--- src/rtl/ksz_bus_cycle.sv ---
// KSZ8851 host-bus cycle engine. Sequences one register access (address
// phase followed by a read or write data phase) or one data-only word write
// to the QMU dummy address, and drives the parallel-bus strobes and SD bus
// from registers so the pads see glitch-free levels.
module ksz_bus_cycle #(
    parameter int SETUP_EXT = 0
) (
    input  logic        sysclk,
    input  logic        reset,
    input  logic        NewCommand,
    input  logic        WR,
    input  logic [7:0]  offset,
    input  logic        length,
    input  logic [15:0] writeData,
    input  logic        Dummy_Write,
    output logic [3:0]  state,
    output logic [15:0] readData,
    output logic        ETH_CSn,
    output logic        ETH_CMD,
    output logic        ETH_RDn,
    output logic        ETH_WRn,
    output logic [15:0] SD_out,
    output logic        SD_oe,
    input  logic [15:0] SD_in
);

    // Encoding is shared with the transmit sequencer; do not renumber.
    typedef enum logic [3:0] {
        S_ADDR0  = 4'd0,
        S_ADDR1  = 4'd1,
        S_ADDR2  = 4'd2,
        S_READ0  = 4'd3,
        S_READ1  = 4'd4,
        S_READ2  = 4'd5,
        S_WRITE0 = 4'd6,
        S_WRITE1 = 4'd7,
        S_WRITE2 = 4'd8,
        S_WAIT   = 4'd9
    } state_e;

    // Last extension count before a setup state may be left.
    localparam logic [3:0] EXT_LAST = 4'(SETUP_EXT);

    state_e      state_q, state_d;
    logic [3:0]  ext_q, ext_d;
    logic [15:0] rdata_q, rdata_d;
    logic [15:0] sd_out_q, sd_out_d;
    logic        oe_q, oe_d;
    logic        csn_q, csn_d;
    logic        cmd_q, cmd_d;
    logic        rdn_q, rdn_d;
    logic        wrn_q, wrn_d;
    logic [3:0]  be;
    logic [15:0] cmd_word;

    // Command word: byte enables for the addressed lane(s) plus dword address.
    always_comb begin
        if (length) be = offset[1] ? 4'b1100 : 4'b0011;
        else        be = 4'b0001 << offset[1:0];
        cmd_word = {4'b0000, be, offset[7:2], 2'b00};
    end

    // Next-state logic; setup states hold until the extension count expires.
    always_comb begin
        state_d = state_q;
        ext_d   = 4'd0;
        case (state_q)
            S_WAIT: begin
                if (NewCommand)       state_d = S_ADDR0;
                else if (Dummy_Write) state_d = S_WRITE0;
            end
            S_ADDR0: begin
                if (ext_q == EXT_LAST) state_d = S_ADDR1;
                else                   ext_d   = ext_q + 4'd1;
            end
            S_ADDR1: state_d = S_ADDR2;
            S_ADDR2: state_d = WR ? S_WRITE0 : S_READ0;
            S_READ0: begin
                if (ext_q == EXT_LAST) state_d = S_READ1;
                else                   ext_d   = ext_q + 4'd1;
            end
            S_READ1: state_d = S_READ2;
            S_READ2: state_d = NewCommand ? S_ADDR0 : S_WAIT;
            S_WRITE0: begin
                if (ext_q == EXT_LAST) state_d = S_WRITE1;
                else                   ext_d   = ext_q + 4'd1;
            end
            S_WRITE1: state_d = S_WRITE2;
            S_WRITE2: begin
                // A pending dummy word beats a new command so bursts stay contiguous.
                if (Dummy_Write)     state_d = S_WRITE0;
                else if (NewCommand) state_d = S_ADDR0;
                else                 state_d = S_WAIT;
            end
            default: state_d = S_WAIT;
        endcase
    end

    // Strobes decoded from the upcoming state so they line up with `state`;
    // SD/readData capture on the edge that leaves the sampling state.
    always_comb begin
        csn_d    = (state_d == S_WAIT);
        cmd_d    = (state_d == S_ADDR0) || (state_d == S_ADDR1) ||
                   (state_d == S_ADDR2) || (state_d == S_WAIT);
        rdn_d    = !((state_d == S_READ0) || (state_d == S_READ1));
        wrn_d    = !((state_d == S_ADDR1) || (state_d == S_WRITE1));
        oe_d     = (state_d == S_ADDR0)  || (state_d == S_ADDR1)  ||
                   (state_d == S_ADDR2)  || (state_d == S_WRITE0) ||
                   (state_d == S_WRITE1) || (state_d == S_WRITE2);
        sd_out_d = sd_out_q;
        rdata_d  = rdata_q;
        if (state_q == S_ADDR0)       sd_out_d = cmd_word;
        else if (state_q == S_WRITE0) sd_out_d = writeData;
        if (state_q == S_READ1)       rdata_d  = SD_in;
    end

    // State, counter and registered bus outputs with synchronous reset.
    always_ff @(posedge sysclk) begin
        if (reset) begin
            state_q  <= S_WAIT;
            ext_q    <= 4'd0;
            rdata_q  <= 16'h0000;
            sd_out_q <= 16'h0000;
            oe_q     <= 1'b0;
            csn_q    <= 1'b1;
            cmd_q    <= 1'b1;
            rdn_q    <= 1'b1;
            wrn_q    <= 1'b1;
        end else begin
            state_q  <= state_d;
            ext_q    <= ext_d;
            rdata_q  <= rdata_d;
            sd_out_q <= sd_out_d;
            oe_q     <= oe_d;
            csn_q    <= csn_d;
            cmd_q    <= cmd_d;
            rdn_q    <= rdn_d;
            wrn_q    <= wrn_d;
        end
    end

    assign state    = state_q;
    assign readData = rdata_q;
    assign SD_out   = sd_out_q;
    assign SD_oe    = oe_q;
    assign ETH_CSn  = csn_q;
    assign ETH_CMD  = cmd_q;
    assign ETH_RDn  = rdn_q;
    assign ETH_WRn  = wrn_q;

endmodule
--- config.mk ---
export PLATFORM = sky130hd
export DESIGN_NAME = ksz_bus_cycle
export DESIGN_NICKNAME = d
export VERILOG_FILES = /design/src/rtl/ksz_bus_cycle.sv
export SDC_FILE = /design/constraint.sdc
export NUM_CORES = 1
export LEC_CHECK = 0
export ABC_AREA = 1
export CAP_MARGIN = 15
export CORE_MARGIN = 2
export CORE_UTILIZATION = 41
export DETAILED_ROUTE_END_ITERATION = 8
export HOLD_SLACK_MARGIN = 0.03
export PLACE_DENSITY = 0.89
export SETUP_SLACK_MARGIN = 0.3
export SKIP_LAST_GASP = 1
export SLEW_MARGIN = 20
export SYNTH_ARGS = -nofsm -noshare
export SYNTH_HDL_FRONTEND = slang
export SYNTH_SLANG_ARGS = --single-unit
--- constraint.sdc ---
create_clock -name sysclk -period 2.1 [get_ports sysclk]
set_clock_uncertainty 0.15 [all_clocks]
set_input_delay 0.42 -clock sysclk [delete_from_list [all_inputs] [get_ports sysclk]]
set_output_delay 0.42 -clock sysclk [all_outputs]
set_load 0.005 [all_outputs]
# == Word level (Yosys, flattened, before mapping) ==
# Cells that the tools add are included.
# classes
add_sub_neg,1
eq_ne,17
n_shift,1
n_mux,13
bitwise,1
reduce_logical,17
# ops
operator,count
one-hot mux 4 bit (10 select lines),1
two-way mux 4 bit,9
equality test 4 x 3 -> 1 bit (second input constant),7
two-way mux 12 bit,2
equality test 4 x 2 -> 1 bit (second input constant),4
equality test 4 bit (second input constant),4
zero test 4 bit,3
equality test 4 x 1 -> 1 bit (second input constant),2
logical OR 1 bit,8
OR reduction 3 bit,2
adder 4 x 1 -> 4 bit (second input constant),1
<< shifter 1 x 2 -> 4 bit (first input constant),1
two-way mux 3 bit,1
zero test 1 bit,2
nonzero test 2 bit,1
OR reduction 2 bit,1
inverter 1 bit,1
# totals
reg_bits,45
inputBits,46
word_cells,60

# == Longest topological paths before layout ==
# Gate-level depths: netlist (run 1).
# depth
depth_word,9
ltp_mapped,13
ltp_nobuf,13

# == Worst setup path after synthesis (run 1) ==
# Ideal clock, no wire load.
# synth_path
path_type,flip-flop to flip-flop
startpoint,register ext_q[0]
endpoint,register oe_q (netlist: SD_oe)
setup_time_ps,56
arrival_ps,1282
t_required_ps,1894
path_slack_ps,613
stages_incl_launch_ff,14
n_path_buf,0
period_less_slack_ps,1487
cell_sequence,dfxtp_1 > inv_1 > ha_1 > nand2_1 > nand2_1 > nand2_1 > nand2_1 > nor2_2 > nand2_2 > nand2_1 > nand2_1 > nand3_1 > nand2_1 > inv_1
# synth_via
elab_chain_cells,9
# synth_rtl
element,line,rtl
start: declaration,45,"logic [3:0] ext_q, ext_d;"
start signal: assignment,131,ext_q <= ext_d;
zero test 4 bit *,"73, 79, 85",
"two-way mux 4 bit, on equally long branches","85, 73, 79",
one-hot mux 4 bit (10 select lines) *,67,case (state_q)
equality test 4 x 1 -> 1 bit or zero test 4 bit (tied branches),107,oe_d = (state_d == S_ADDR0) || (state_d == S_ADDR1) ||
logical OR 1 bit (2 in a row),107,
logical OR 1 bit (2 in a row),108,(state_d == S_ADDR2) || (state_d == S_WRITE0) ||
logical OR 1 bit *,109,(state_d == S_WRITE1) || (state_d == S_WRITE2);
end signal: assignment,124,oe_q <= 1'b0;
end signal: assignment,134,oe_q <= oe_d;
end: declaration,48,"logic oe_q, oe_d;"
# Mark *: on every way between the ends. The rest lies on a longest branch, timed or not.
# A chain may end at the register's enable or synchronous reset.

# == Worst setup path in the final report (run 1) ==
# layout_path
startpoint,register state_q[0] (netlist: state[0])
endpoint,output state[0]
# layout_lines
element,line,rtl
start: declaration,44,"state_e state_q, state_d;"
start signal: assignment,130,state_q <= state_d;
end: declaration,16,"output logic [3:0] state,"
# No word-level cell between the ends.

==> flow_summary.yaml, run 1 <==
status:
  status: "complete, no violations"
yosys:
  ys_seq_elements: 45
  synth_top_area_share_pct: 47.59
  synth-simple-area-share_pct: 33.58
  netlist_instances: 262
  synth_mux_area_share_pct: 0
  yosysWarnings: 0
  synthTopCellsByArea: "dfxtp_1 (48%), nand2_1 (12%), nor2_1 (11%)"
  netlist-cell-type-count: 23
  syn_nets: 310
  yosys.area.top_type: "dfxtp_1"
  synth_xor_area_share_pct: 0.9253
  synth-compound-area-share_pct: 10.38
  synth_top_family_by_area: "simple AND/OR/NAND/NOR gates"
  syn_area_um2: 1893
  seq_area_frac_synth_pct: 47.59
  syn_avg_cell_area_um2: 7.225
  synth_fa_ha_area_share_pct: 1.322
routing:
  drtPass1Iterations: 4
  vias: 1991
  ant_nets: 0
  drt_iter0_markers: 121
  drt-total-wl_um: 5137
  wl_per_cell_um: 12.59
  via_per_inst: 4.880
  post-route-drc-count: 0
global_routing:
  grt_start_max_net_pins: 20
  grt_use_total_pct: 20.21
  grt_overflow_total: 0
  antenna_found_initial: 0
  grt_pass1_vias: 1935
  grt_pass1_wl_um: 8424
die:
  die_y_um: 71.95
  core_area_um2: 4414
  num_rows: 24
  num_io_pins: 87
  start_util_pct: 42.89
  fp.dieW_um: 71.95
  die_area_um2: 5177
clock_network:
  cts_buffers: 5
  clockRootBuffer: "clkbuf_8"
  cts_tree: "built"
  postCtsHoldBufs: 0
  clk_latency_ps: 290
  path_clk_slew_ps: 80
  h-tree-depth: 2
  ctsLongestPathBuffers: 2
  clock-sinks: 45
timing:
  setup_viol: 0
  period_needed_ps: 1793
  finalSetupTns_ps: 0
  maxSlewViolCount: 0
  rsz0062_at_grt: "true"
  fin_crit_sh_pct: 85.39
  max_slew_margin_pct: 67.41
  tightest_slew_ps: 488.3
  timing.fmax_mhz: 557.7
  hold_violations: 0
power_and_ir_drop:
  fin_total_pwr_mw: 2.599
  p_leak_nw: 1.253
  p_per_area_nw_per_um2: 873.5
  vdd_drop_max_mv: 0.7835
finish:
  areaGrowthSynthToFinish_pct: 57.17
  fin_nets: 403
  layout-drive-gt1-share_pct: 11.52
  n_fill_cell: 365
  n_antenna_cell: 0
  layout_commonest_cell: "clkdlybuf4s50_1"
  final_cell_mix: "clkdlybuf4s50_1 (85), nand2_1 (59), nor2_1 (53), dfxtp_1 (41), nand3_1 (19)"
setup_path:
  crit_family: "buffers and inverters"
  cpPeakStageDelay_ps: 540
  critPathRequiredTime_ps: 1530
  critPathKind: "reg -> out"
  crit_buf_inv: 1
  worstPathMaxFanout: 5
  worstPathArrival_ps: 1220
  slowest_stage: "clkdlybuf4s50_1"
  crit_path_end_kind: "output port"
  cp-start-kind: "register"
  crit_chain: "clkdlybuf4s50_1"
placed_design:
  place_hpwl_um: 3769
  io_buffers: 86
  place_congestion: 0.8877
hold_path:
  hold_path_class: "reg -> reg"
flow_run:
  maxCapViolations: 0
==> cell type report <==
cell class / instances / area [µm²] / area share (%)
multi-input combinational: 188 / 889.6 / 29.90
timing repair buffer: 94 / 927.1 / 31.16
clock inverter: 1 / 5.005 / 0.1682
inverter: 21 / 81.33 / 2.733
sequential: 45 / 910.9 / 30.61
clock buffer: 7 / 96.34 / 3.238
tap: 52 / 65.06 / 2.187
==> routing by layer <==
metal  vias to the layer above  wire, µm  part of all wire [%]  global-route usage [%]
li1                       1019         -                     -                       -
met1                       884      2116                    41                   24.80
met2                        70      2558                    50                   33.74
met3                        18       265                   5.2                   4.583
met4                         0       196                   3.8                   9.434
met5                         -         0                     0                       0
==> path summary, 6_finish.rpt <==
path                               start                     end  slack (ps)  cells after the start
setup / recovery     state[0]$_SDFF_PP1_                state[0]         310                      1
hold reg to reg   SD_out[1]$_SDFFE_PP0P_  SD_out[1]$_SDFFE_PP0P_         310                      2
hold / removal    SD_out[1]$_SDFFE_PP0P_  SD_out[1]$_SDFFE_PP0P_         310                      2
setup reg to reg     state[0]$_SDFF_PP1_        SD_oe$_SDFF_PP0_         420                     13
==> cells by family (layout without fill, tap and decap cells) <==
group | count (synthesis) | in the layout
buffers and inverters | 29 | 123
and+or+nand+nor | 148 | 148
adders and majority gates | 2 | 2
xor gates and xnor gates | 2 | 2
DFF | 45 | 45
AOI/OAI and AO/OA | 36 | 36
==> power breakdown <==
group	switching, mW	internal, mW
sequential	0.0921	0.977
clock	0.273	0.297
combinational	0.503	0.456
total	0.868	1.73
==> per-stage QoR <==
step                worst slack, ps  cells  utilization (%)  hold slack, ps  area [µm²]
floorplan                     612.5    262                -           279.7        1893
global placement              243.7    397            63.89           299.3        2820
detailed placement            209.6    397            63.89           307.4        2820
CTS                           282.6    405            66.38           320.2        2930
global route                  266.3    408            67.40           331.5        2975
finish                        306.8    408            67.40           312.2        2975
==> registers in the layout, indices dropped and copies added (netlist names) <==
signal	cells
state	4
ETH_RDn	1
SD_oe	1
ETH_CMD	1
SD_out	16
ETH_CSn	1
ETH_WRn	1
ext_q	4
readData	16
==> synth_stat cells (all sizes together) <==
library cell / number
nor2: 61
ha: 2
dfxtp: 45
clkbuf: 3
buf: 5
xor2: 1
or2: 1
xnor2: 1
a31oi: 11
a21oi: 7
o211ai: 1
o21ai: 17
nand4: 1
nand2: 66
nand3: 19
inv: 21
==> timing repair <==
item | CTS | global route
pin swaps | 0 | 1
endpoints found under the hold margin | 0 | 0
setup endpoints to repair | 11 | 9
resized for setup | 5 | 9
buffers inserted | 0 | 3
(Power assumes the default switching activity.)
==> run 2, diff against run 1 <==
- CTS_CLUSTER_SIZE: default -> 20
- HOLD_SLACK_MARGIN: 0.03 -> default
==> results of run 2 <==
Final layout, timing and power as in run 1 (identical DEF).
==> RTL change: new RTL, settings of run 2 <==
Take the reset off `rdata_q` and load it in a clocked block of its own.
--- a/src/rtl/ksz_bus_cycle.sv
+++ b/src/rtl/ksz_bus_cycle.sv
@@ -121,3 +121,2 @@
             ext_q    <= 4'd0;
-            rdata_q  <= 16'h0000;
             sd_out_q <= 16'h0000;
@@ -131,3 +130,2 @@
             ext_q    <= ext_d;
-            rdata_q  <= rdata_d;
             sd_out_q <= sd_out_d;
@@ -139,2 +137,6 @@
         end
+    end
+
+    always_ff @(posedge sysclk) begin
+        rdata_q <= rdata_d;
     end
Formal check against the unedited RTL: differs if reset is asserted again (counterexample within 10 cycles, from zero or initial values and one cycle with reset high); with reset held inactive, the same outputs for 10 cycles.
==> RTL change against run 2 <==
  * Design area down 2.4%
  * Utilization is 0.20 points higher
  * Setup slack better by 0.037 ns
  * Sequential cell count unchanged
  * Power down 0.58%
  * Synthesized area fell by 4.5%
  * Via count fell by 12%
  * Largest cell class is now flip-flops and latches
  * Count of clock-buffer cells in the layout decreased by 1
  * Wire length shrank 7.7%
==> RTL change: results (changes against run 2) <==
| Metric | Value |
|---|---|
| Fill cell count | 326 (was 365) |
| TritonCTS buffer count | 5 (unchanged) |
| Synthesized Nets | 256 (was 310) |
| CP max stage cell | clkdlybuf4s50_1 (unchanged) |
| CP delay by family, top | buffers and inverters (unchanged) |
| Synth top area cells | dfxtp_1 (32%), edfxtp_1 (27%), nand2_1 (13%) (was dfxtp_1 (48%), nand2_1 (12%), nor2_1 (11%)) |
| Flop2flop setup slack | 0.42 ns (about the same) |
| Top post-synthesis cells by count | nand2_1 (62), dfxtp_1 (29), nor2_1 (29), inv_1 (19), nand3_1 (17) (was nand2_1 (60), nor2_1 (56), dfxtp_1 (45), nand3_1 (19)) |
| Synth cell types | 22 (was 23) |
| Worst skew pair latency | 0.30 ns |
| Drt total wl | 4740 um (was 5140 um) |
| Vias | 1760 (was 1991) |
| GPL Wtd Cong | 0.985 (was 0.888) |
| Largest net degree at the start of global routing | 20 (unchanged) |
| Worst slew margin | 0.793 (was 0.674) |
| CTS Buffer Depth | 2 (unchanged) |
| First-pass DRT Iterations | 5 (was 4) |
| Worst vdd ir | 0.400 mV (was 0.783 mV) |
| Final #Nets | 352 (was 403) |
| DRT iter0 DRCs | 209 (was 121) |
| Yosys warnings | 0 (unchanged) |
| Worst hold-check path type | reg -> reg (unchanged) |
| P_leak | 1.17 nW (was 1.25 nW) |
| ANT cells | 0 (unchanged) |
| Layout cells sized above 1 | 0.0885 (was 0.115) |
| First-pass GRT wire length | 7870 um (was 8420 um) |
| CP max stage delay | 0.51 ns (was 0.54 ns) |
| Routing usage on met2 | 0.339 (was 0.337) |
| Worst-path clk slew | approximately 0.07 ns |
| Met3 usage | 0.0765 (was 0.0458) |
| Number of global-route vias before repair | 1733 (was 1935) |
| EDFF count, synth | 16 (was 0) |
| Post-Route Setup TNS | 0 ns (unchanged) |
| Fraction of registers with async set/reset | 0 (unchanged) |
| Area after DPL | 2750 um2 (was 2820 um2) |
| Gr usage total | 0.200 (was 0.202) |
| H-tree Lvls | 2 (unchanged) |
| CP arrival | 1.19 ns (was 1.22 ns) |
| Status | finished clean (unchanged) |
| Post-DP HPWL | 3630 um (was 3770 um) |
| Seq/Total Area, Yosys | 0.587 (was 0.476) |
| Routing usage on met1 | 0.229 (was 0.248) |
| Initial antenna violation count | 0 (unchanged) |
-- RTL change: changes by cell type after synthesis, moves of 15 or more --
cell	run 2	this run
o21ai_0	17	2
nor2_1	56	29
dfxtp_1	45	29
edfxtp_1	0	16
-- RTL change: final cells by class --
type / count / area share
well taps: 52 / 0.0224
inverters: 20 / 0.0267
flip-flops and latches: 45 / 0.369
clock inverters: 2 / 0.0116
repair buffers: 93 / 0.316
multi-input cells: 139 / 0.229
clock buffers: 6 / 0.0250
-- RTL change: kinds of logic (layout without fill, tap and decap cells) --
group | count (synthesis) | count (layout) | share of synthesized area
fa+ha+maj | 2 | 2 | 0.0138
xor+xnor | 2 | 2 | 0.00969
flops | 45 | 45 | 0.587
buf+inv | 24 | 121 | 0.0567
simple gates | 113 | 113 | 0.260
compound gates | 22 | 22 | 0.0727
-- RTL change: metrics by stage --
step	hold slack, ns	setup slack [ns]	util	power (mW)	std cells
2_1_floorplan	0.280	0.431	-	1.54	208
3_3_place_gp	0.292	0.245	0.640	1.91	346
3_5_place_dp	0.304	0.162	0.640	1.94	346
4_1_cts	0.314	0.296	0.665	2.57	354
5_1_grt	0.340	0.257	0.676	2.75	357
6_report	0.311	0.344	0.676	2.58	357
-- RTL change: where the power goes --
group	switching (mW)	leakage [nW]	internal, mW
clock network	0.273	0.0528	0.351
registers	0.0786	0.381	1.02
logic	0.455	0.734	0.408
total	0.806	1.17	1.78
-- RTL change: what timing repair did --
item                       4_1_cts  5_1_grt
setup buffers                    0        3
hold buffers                     0        0
gates resized for setup          3       10
pin swaps                        0        1
setup endpoints to repair        8       16
-- RTL change: layer usage --
layer / up-vias / part of all wire
met2: 90 / 0.48
li1: 869 / -
met5: - / 0
met3: 11 / 0.090
met1: 790 / 0.41
met4: 0 / 0.020
-- RTL change: path summary, 6_finish.rpt --
check        cells past startpoint       from   endpoint
max                              1   state[0]   state[0]
min                              2  SD_out[0]  SD_out[0]
max reg2reg                     12   state[0]      SD_oe
min reg2reg                      2  SD_out[0]  SD_out[0]
